`config.mk`:
```
export PLATFORM = sky130hd
export DESIGN_NAME = regfile_param_flat
export DESIGN_NICKNAME = d
export VERILOG_FILES = /design/src/rtl/regfile_param_if.sv /design/src/rtl/regfile_param.sv /design/src/flat_wrapper.sv
export SDC_FILE = /design/constraint.sdc
export NUM_CORES = 2
export LEC_CHECK = 0
export BUFFER_PORTS_ARGS = -buffer_cell sky130_fd_sc_hd__buf_2
export CAP_MARGIN = 20
export CORE_MARGIN = 2
export CORE_UTILIZATION = 55
export DETAILED_ROUTE_END_ITERATION = 6
export GPL_TIMING_DRIVEN = 0
export MAX_ROUTING_LAYER = met4
export PLACE_DENSITY = 0.8
export SKIP_LAST_GASP = 1
export SYNTH_ARGS = -nofsm -noshare
export SYNTH_HDL_FRONTEND = slang
export SYNTH_SLANG_ARGS = --single-unit
```
`constraint.sdc`:
```
create_clock -name clock -period 1.6 [get_ports clock]
set_input_delay 0.08 -clock clock [delete_from_list [all_inputs] [get_ports clock]]
set_output_delay 0.08 -clock clock [all_outputs]
set_load 0.01 [all_outputs]
```
`src/rtl/regfile_param_if.sv`:
```
// rtl/regfile_param_if.sv - read, write-back and reserve bus of the register file
interface regfile_param_if #(
  parameter int DATA_W = 32,
  parameter int ADDR_W = 5,
  parameter int NUM_RD = 2
);
  logic [NUM_RD-1:0]        rd_en;
  logic [NUM_RD*ADDR_W-1:0] rd_addr;
  logic [NUM_RD*DATA_W-1:0] rd_data;
  logic [NUM_RD-1:0]        rd_busy;
  logic                     we;
  logic [ADDR_W-1:0]        wr_addr;
  logic [DATA_W-1:0]        wr_data;
  logic                     rsv_en;
  logic [ADDR_W-1:0]        rsv_addr;
  logic [2**ADDR_W-1:0]     busy_vec;

  modport master (
    output rd_en, rd_addr, we, wr_addr, wr_data, rsv_en, rsv_addr,
    input  rd_data, rd_busy, busy_vec
  );

  modport slave (
    input  rd_en, rd_addr, we, wr_addr, wr_data, rsv_en, rsv_addr,
    output rd_data, rd_busy, busy_vec
  );
endinterface

```
`src/rtl/regfile_param.sv`:
```
// rtl/regfile_param.sv - N-read/1-write register file with optional bypass and busy scoreboard
module regfile_param #(
  parameter int DATA_W   = 32,
  parameter int ADDR_W   = 5,
  parameter int NUM_RD   = 2,
  parameter int ZERO_REG = 1,
  parameter int BYPASS   = 1
) (
  input logic            clock,
  input logic            resetn,
  regfile_param_if.slave bus
);
  localparam int   DEPTH = 2**ADDR_W;
  localparam logic ZR    = (ZERO_REG != 0);
  localparam logic BP    = (BYPASS != 0);

  logic [DATA_W-1:0]        r_regs [DEPTH];
  logic [DEPTH-1:0]         r_busy;
  logic [NUM_RD*DATA_W-1:0] r_rd_data;
  logic [NUM_RD-1:0]        r_rd_busy;

  logic                     w_wr_ok;
  logic                     w_rsv_ok;
  logic [DEPTH-1:0]         w_busy_nxt;
  logic [NUM_RD*DATA_W-1:0] w_rd_data_nxt;
  logic [NUM_RD-1:0]        w_rd_busy_nxt;

  assign w_wr_ok  = bus.we && !(ZR && bus.wr_addr == '0);
  assign w_rsv_ok = bus.rsv_en && !(ZR && bus.rsv_addr == '0);

  // Reserve is applied after the clear so a new producer on the same address wins.
  always_comb begin
    w_busy_nxt = r_busy;
    if (bus.we)   w_busy_nxt[bus.wr_addr]  = 1'b0;
    if (w_rsv_ok) w_busy_nxt[bus.rsv_addr] = 1'b1;
  end

  always_comb begin
    w_rd_data_nxt = r_rd_data;
    w_rd_busy_nxt = r_rd_busy;
    for (int i = 0; i < NUM_RD; i++) begin
      if (bus.rd_en[i]) begin
        if (ZR && bus.rd_addr[i*ADDR_W +: ADDR_W] == '0)
          w_rd_data_nxt[i*DATA_W +: DATA_W] = '0;
        else if (BP && w_wr_ok && bus.wr_addr == bus.rd_addr[i*ADDR_W +: ADDR_W])
          w_rd_data_nxt[i*DATA_W +: DATA_W] = bus.wr_data;
        else
          w_rd_data_nxt[i*DATA_W +: DATA_W] = r_regs[bus.rd_addr[i*ADDR_W +: ADDR_W]];
        w_rd_busy_nxt[i] = r_busy[bus.rd_addr[i*ADDR_W +: ADDR_W]] &&
                           !(BP && bus.we && bus.wr_addr == bus.rd_addr[i*ADDR_W +: ADDR_W]);
      end
    end
  end

  always_ff @(posedge clock or negedge resetn) begin
    if (!resetn) begin
      for (int k = 0; k < DEPTH; k++) r_regs[k] <= '0;
      r_busy    <= '0;
      r_rd_data <= '0;
      r_rd_busy <= '0;
    end else begin
      if (w_wr_ok) r_regs[bus.wr_addr] <= bus.wr_data;
      r_busy    <= w_busy_nxt;
      r_rd_data <= w_rd_data_nxt;
      r_rd_busy <= w_rd_busy_nxt;
    end
  end

  assign bus.rd_data  = r_rd_data;
  assign bus.rd_busy  = r_rd_busy;
  assign bus.busy_vec = r_busy;
endmodule

```
`src/flat_wrapper.sv`:
```
// flat-port wrapper written by rule: the top's interface ports become plain ports
module regfile_param_flat 
#(
  parameter int DATA_W   = 32,
  parameter int ADDR_W   = 5,
  parameter int NUM_RD   = 2,
  parameter int ZERO_REG = 1,
  parameter int BYPASS   = 1
)
  (clock, resetn, bus_rd_en, bus_rd_addr, bus_we, bus_wr_addr, bus_wr_data, bus_rsv_en, bus_rsv_addr, bus_rd_data, bus_rd_busy, bus_busy_vec);
  regfile_param_if #(.DATA_W(DATA_W), .ADDR_W(ADDR_W), .NUM_RD(NUM_RD)) bus_i ();
  input logic clock;
  input logic resetn;
  input wire logic [$bits(bus_i.rd_en)-1:0] bus_rd_en;
  input wire logic [$bits(bus_i.rd_addr)-1:0] bus_rd_addr;
  input wire logic [$bits(bus_i.we)-1:0] bus_we;
  input wire logic [$bits(bus_i.wr_addr)-1:0] bus_wr_addr;
  input wire logic [$bits(bus_i.wr_data)-1:0] bus_wr_data;
  input wire logic [$bits(bus_i.rsv_en)-1:0] bus_rsv_en;
  input wire logic [$bits(bus_i.rsv_addr)-1:0] bus_rsv_addr;
  output wire logic [$bits(bus_i.rd_data)-1:0] bus_rd_data;
  output wire logic [$bits(bus_i.rd_busy)-1:0] bus_rd_busy;
  output wire logic [$bits(bus_i.busy_vec)-1:0] bus_busy_vec;
  assign bus_i.rd_en = bus_rd_en;
  assign bus_i.rd_addr = bus_rd_addr;
  assign bus_i.we = bus_we;
  assign bus_i.wr_addr = bus_wr_addr;
  assign bus_i.wr_data = bus_wr_data;
  assign bus_i.rsv_en = bus_rsv_en;
  assign bus_i.rsv_addr = bus_rsv_addr;
  assign bus_rd_data = bus_i.rd_data;
  assign bus_rd_busy = bus_i.rd_busy;
  assign bus_busy_vec = bus_i.busy_vec;
  regfile_param #(.DATA_W(DATA_W), .ADDR_W(ADDR_W), .NUM_RD(NUM_RD), .ZERO_REG(ZERO_REG), .BYPASS(BYPASS)) u_core (.clock(clock), .resetn(resetn), .bus(bus_i));
endmodule
```
==> impl_metrics.py <==
metrics = {
    "detailed_routing": {
        "via_per_inst": 7.44,
        "post_detailed_route_count_of_antenna_violating_nets": 0,
        "totalWireLength_mm": 211,
        "drt_pass1_iterations": 7,
        "route.vias.total": 42100,
        "number_of_remaining_drc_errors": 3,
        "initialDrtViolationCount": 6259,
        "routed_wire_length_per_instance_um": 37.2,
    },
    "yosys": {
        "synth_cell_type_count": 44,
        "async_flop_share": 1.00,
        "yosysWarningCount": 0,
        "synth-edff-count": 0,
        "mappedNetlistNets": 3830,
        "yosys_register_bits": 1122,
        "avgSynthCellArea_sq_um": 15.4,
        "cell_count_after_synthesis": 3772,
        "postSynth.topFlopCell": "sky130_fd_sc_hd__dfrtp_1",
        "synth_area_sq_um": 58100,
        "synth_sequential_area_ratio": 0.484,
    },
    "power": {
        "power_switching_share": 0.278,
        "p_per_area_nw_per_um2": 1260,
        "comb_power_share": 0.216,
        "intPower_w": 0.0631,
        "seq_power_share": 0.433,
        "leakage_nw": 29.4,
        "clkPwrFrac": 0.350,
        "power_switching_w": 0.0243,
        "worst_ir_drop_vdd_v": 0.000969,
    },
    "die": {
        "die-height_um": 329,
        "die_w_um": 329,
        "placement_rows": 119,
        "ios": 156,
        "core_area_sq_um": 105000,
        "die-area_sq_um": 108000,
        "floorplan.initialDensity": 0.553,
    },
    "clock_tree": {
        "clock_latency_ns": 0.72,
        "cts.sink_count": 1122,
        "clkTransAtPathRegs_ns": 0.07,
        "htree_num_levels": 3,
        "cts_tree": "yes",
        "cts.path.max_buffers": 3,
        "ctsRootBufferMaster": "sky130_fd_sc_hd__clkbuf_16",
        "cts_bufs_inserted": 117,
    },
    "worst_setup_path": {
        "crit_required_ns": 2.21,
        "cp.depth": 5,
        "cell_with_the_largest_stage_delay_on_the_worst_path": "sky130_fd_sc_hd__mux4_2",
        "crit_path_cell_trace": "mux4_2 -> nor2b_2 -> a211oi_4 -> nor4_4 -> a221o_1",
        "crit_end": "u_core.bus.rd_data[21]$_DFFE_PN0P_",
        "startpoint_type": "register",
        "crit_path_max_fanout": 3,
        "arrival_worst_endpoint_ns": 2.54,
        "r2r.worst_path.cells": 5,
        "critPathMaxStageDelay_ns": 0.48,
        "path_buf_inv": 0,
        "critical_path.endpoint_type": "register",
        "critical_path.top_delay_family": "compound AO/OA/AOI/OAI gates",
        "crit_start": "u_core.r_regs[341]$_DFFE_PN0P_",
        "timing.rr.start": "u_core.r_regs[341]$_DFFE_PN0P_",
        "classification_of_the_worst_setup_path": "reg -> reg",
        "timing.rr.end": "u_core.bus.rd_data[21]$_DFFE_PN0P_",
        "regToRegSetupSlack_ns": -0.34,
    },
    "global_route": {
        "grt_start_max_net_pins": 176,
        "first_global_vias": 42600,
        "grt.overflow.total": 0,
        "gr-usage-all-layers": 0.400,
        "antenna_found_initial": 0,
        "wire_length_of_the_first_global_routing_pass_mm": 297,
    },
    "timing": {
        "hold_viol_final": 683,
        "slew_headroom": 0.210,
        "hold_slack_ns": -0.718,
        "setup_repair_after_global_routing_missed_its_margin": "yes",
        "fmax_ghz": 0.516,
        "drv_slew": 0,
        "min_period_ns": 1.94,
        "skew_ns": 0.0227,
        "layout_worst_path_cycle_share": 1.21,
        "postLayoutSetupSlackWorst_ns": -0.337,
        "final-setup-viol-count": 281,
        "timing_worst_slew_pin_value_ns": 1.18,
    },
    "job": {
        "drv.max_cap_violation_count": 0,
    },
    "finish": {
        "layout.cells.most_common": "sky130_fd_sc_hd__dfrtp_1",
        "mostFrequentLayoutCells": "sky130_fd_sc_hd__dfrtp_1 (1,121), sky130_fd_sc_hd__mux2_2 (995), sky130_fd_sc_hd__mux4_2 (528)",
        "post_route_cells_drive_above_1_share": 0.589,
        "n_fill_cell": 6924,
        "syn_to_final_growth_pct": 19.5,
        "nets": 4220,
    },
    "placement": {
        "post-dp-hpwl_mm": 140,
        "dp_worst_setup_slack_ns": -2.11,
        "buffer_ports.inserted": 144,
        "gp_routability_congestion": 1.01,
    },
    "outcome": {
        "run_status": "finished, violations left",
        "failing_checks": "DRC, hold timing, setup timing",
    },
    "min_path": {
        "min_path_type": "in -> async",
    },
}
-- synth_stat cells, types with 2 or more instances --
cell | n | area share
sky130_fd_sc_hd__a211oi_1 | 129 | 0.017
sky130_fd_sc_hd__a221o_1 | 64 | 0.011
sky130_fd_sc_hd__a22o_1 | 15 | 0.0023
sky130_fd_sc_hd__a311oi_1 | 2 | 0.00030
sky130_fd_sc_hd__and3_1 | 3 | 0.00032
sky130_fd_sc_hd__and3b_1 | 2 | 0.00030
sky130_fd_sc_hd__buf_1 | 52 | 0.0034
sky130_fd_sc_hd__buf_2 | 104 | 0.0090
sky130_fd_sc_hd__buf_4 | 8 | 0.0010
sky130_fd_sc_hd__buf_6 | 11 | 0.0021
sky130_fd_sc_hd__clkbuf_1 | 270 | 0.017
sky130_fd_sc_hd__dfrtp_1 | 1122 | 0.48
sky130_fd_sc_hd__inv_1 | 3 | 0.00019
sky130_fd_sc_hd__mux2_2 | 995 | 0.19
sky130_fd_sc_hd__mux2i_1 | 2 | 0.00034
sky130_fd_sc_hd__mux4_2 | 528 | 0.20
sky130_fd_sc_hd__nand2_1 | 26 | 0.0017
sky130_fd_sc_hd__nand2b_1 | 2 | 0.00022
sky130_fd_sc_hd__nand3_1 | 4 | 0.00034
sky130_fd_sc_hd__nand3b_1 | 12 | 0.0016
sky130_fd_sc_hd__nor2_1 | 20 | 0.0013
sky130_fd_sc_hd__nor2b_1 | 129 | 0.014
sky130_fd_sc_hd__nor3_1 | 3 | 0.00026
sky130_fd_sc_hd__nor3b_1 | 8 | 0.0010
sky130_fd_sc_hd__nor4_1 | 64 | 0.0069
sky130_fd_sc_hd__o21ai_0 | 36 | 0.0031
sky130_fd_sc_hd__o221ai_1 | 64 | 0.0097
sky130_fd_sc_hd__o22a_1 | 64 | 0.0097
sky130_fd_sc_hd__or2_2 | 2 | 0.00022
sky130_fd_sc_hd__or3_4 | 2 | 0.00039
sky130_fd_sc_hd__or3b_2 | 4 | 0.00060
sky130_fd_sc_hd__xnor2_1 | 10 | 0.0015
-- power groups by stage --
stage | Combinational, W | Sequential (W) | Clock (W)
after global routing | 0.0197 | 0.0383 | 0.0317
after floorplan | 0.0123 | 0.0369 | 0
final | 0.0189 | 0.0379 | 0.0306
after global placement | 0.0161 | 0.0376 | 0
after CTS | 0.0179 | 0.0375 | 0.0305
after detailed placement | 0.0168 | 0.0380 | 0
-- registers in the layout, summed over array words and instances, names as in the netlist --
register / flops
u_core.bus.rd_data: 64
u_core.bus.rd_busy: 2
u_core.bus.busy_vec: 32
u_core.r_regs: 1024
-- worst register-to-register path, cell delays in order (launching register included) --
cell,delay [ns]
sky130_fd_sc_hd__dfrtp_1,0.40
sky130_fd_sc_hd__mux4_2,0.48
sky130_fd_sc_hd__nor2b_2,0.19
sky130_fd_sc_hd__a211oi_4,0.35
sky130_fd_sc_hd__nor4_4,0.12
sky130_fd_sc_hd__a221o_1,0.29
-- cell type report --
| cell class | count | area, sq um | area share |
|---|---|---|---|
| multi-input combinational | 2202 | 30100 | 0.433 |
| sequential | 1122 | 28100 | 0.405 |
| clock buffer | 165 | 3480 | 0.0502 |
| buffer | 443 | 2960 | 0.0427 |
| timing repair buffer | 273 | 2210 | 0.0319 |
| tap | 1391 | 1740 | 0.0251 |
| clock inverter | 54 | 848 | 0.0122 |
| inverter | 3 | 11.3 | 0.000162 |
| antenna | 3 | 7.51 | 0.000108 |
-- repair_timing --
item / CTS / global route
hold endpoints to repair: 947 / 322
hold buffers: 51 / 4
buffers inserted: 21 / 22
cloned: 1 / 1
setup endpoints to repair: 492 / 585
resized for setup: 406 / 180
pin swaps: 134 / 64
-- stage by stage --
step           TNS [ns]  cells  total power (W)  utilization  cell area (sq um)
6_report         -29.28   5656           0.0874        0.661              69400
5_1_grt          -29.72   5653           0.0898        0.661              69400
4_1_cts          -11.01   5624           0.0860        0.652              68500
3_5_place_dp    -894.74   5332           0.0547        0.589              61900
3_3_place_gp          -   5307           0.0537        0.585              61400
2_1_floorplan    -12.37   3772           0.0491            -              58900
-- routing by layer --
metal,global-route usage,vias up,routed length [um]
met1,0.486,22000,72400
met5,-,-,0
li1,-,15600,-
met2,0.564,3528,92800
met3,0.158,987,29800
met4,0.243,0,15600
-- worst min-delay path by stage --
stage	start	to	slack, ns	depth (start not counted)
floorplan	resetn	u_core.bus.busy_vec[0]$_DFF_PN0_	-0.22	0
global placement	bus_rd_en[0]	u_core.bus.rd_busy[0]$_DFFE_PN0P_	0.36	2
detailed placement	resetn	u_core.r_regs[1021]$_DFFE_PN0P_	0.03	1
CTS	resetn	u_core.r_regs[1021]$_DFFE_PN0P_	-0.71	1
global route	resetn	u_core.r_regs[893]$_DFFE_PN0P_	-0.68	1
finish	resetn	u_core.r_regs[1021]$_DFFE_PN0P_	-0.72	1
-- kinds of logic (layout without fill, tap and decap cells) --
| group | after synthesis | after routing | synth area share |
|---|---|---|---|
| muxes | 1525 | 1525 | 0.398 |
| DFF | 1122 | 1122 | 0.484 |
| buffers and inverters | 448 | 938 | 0.0331 |
| AOI/OAI and AO/OA | 381 | 381 | 0.0539 |
| and+or+nand+nor | 286 | 286 | 0.0297 |
| xor gates and xnor gates | 10 | 10 | 0.00151 |
| other | 0 | 3 | 0 |
Note: power is estimated with default switching activity, not from simulation.
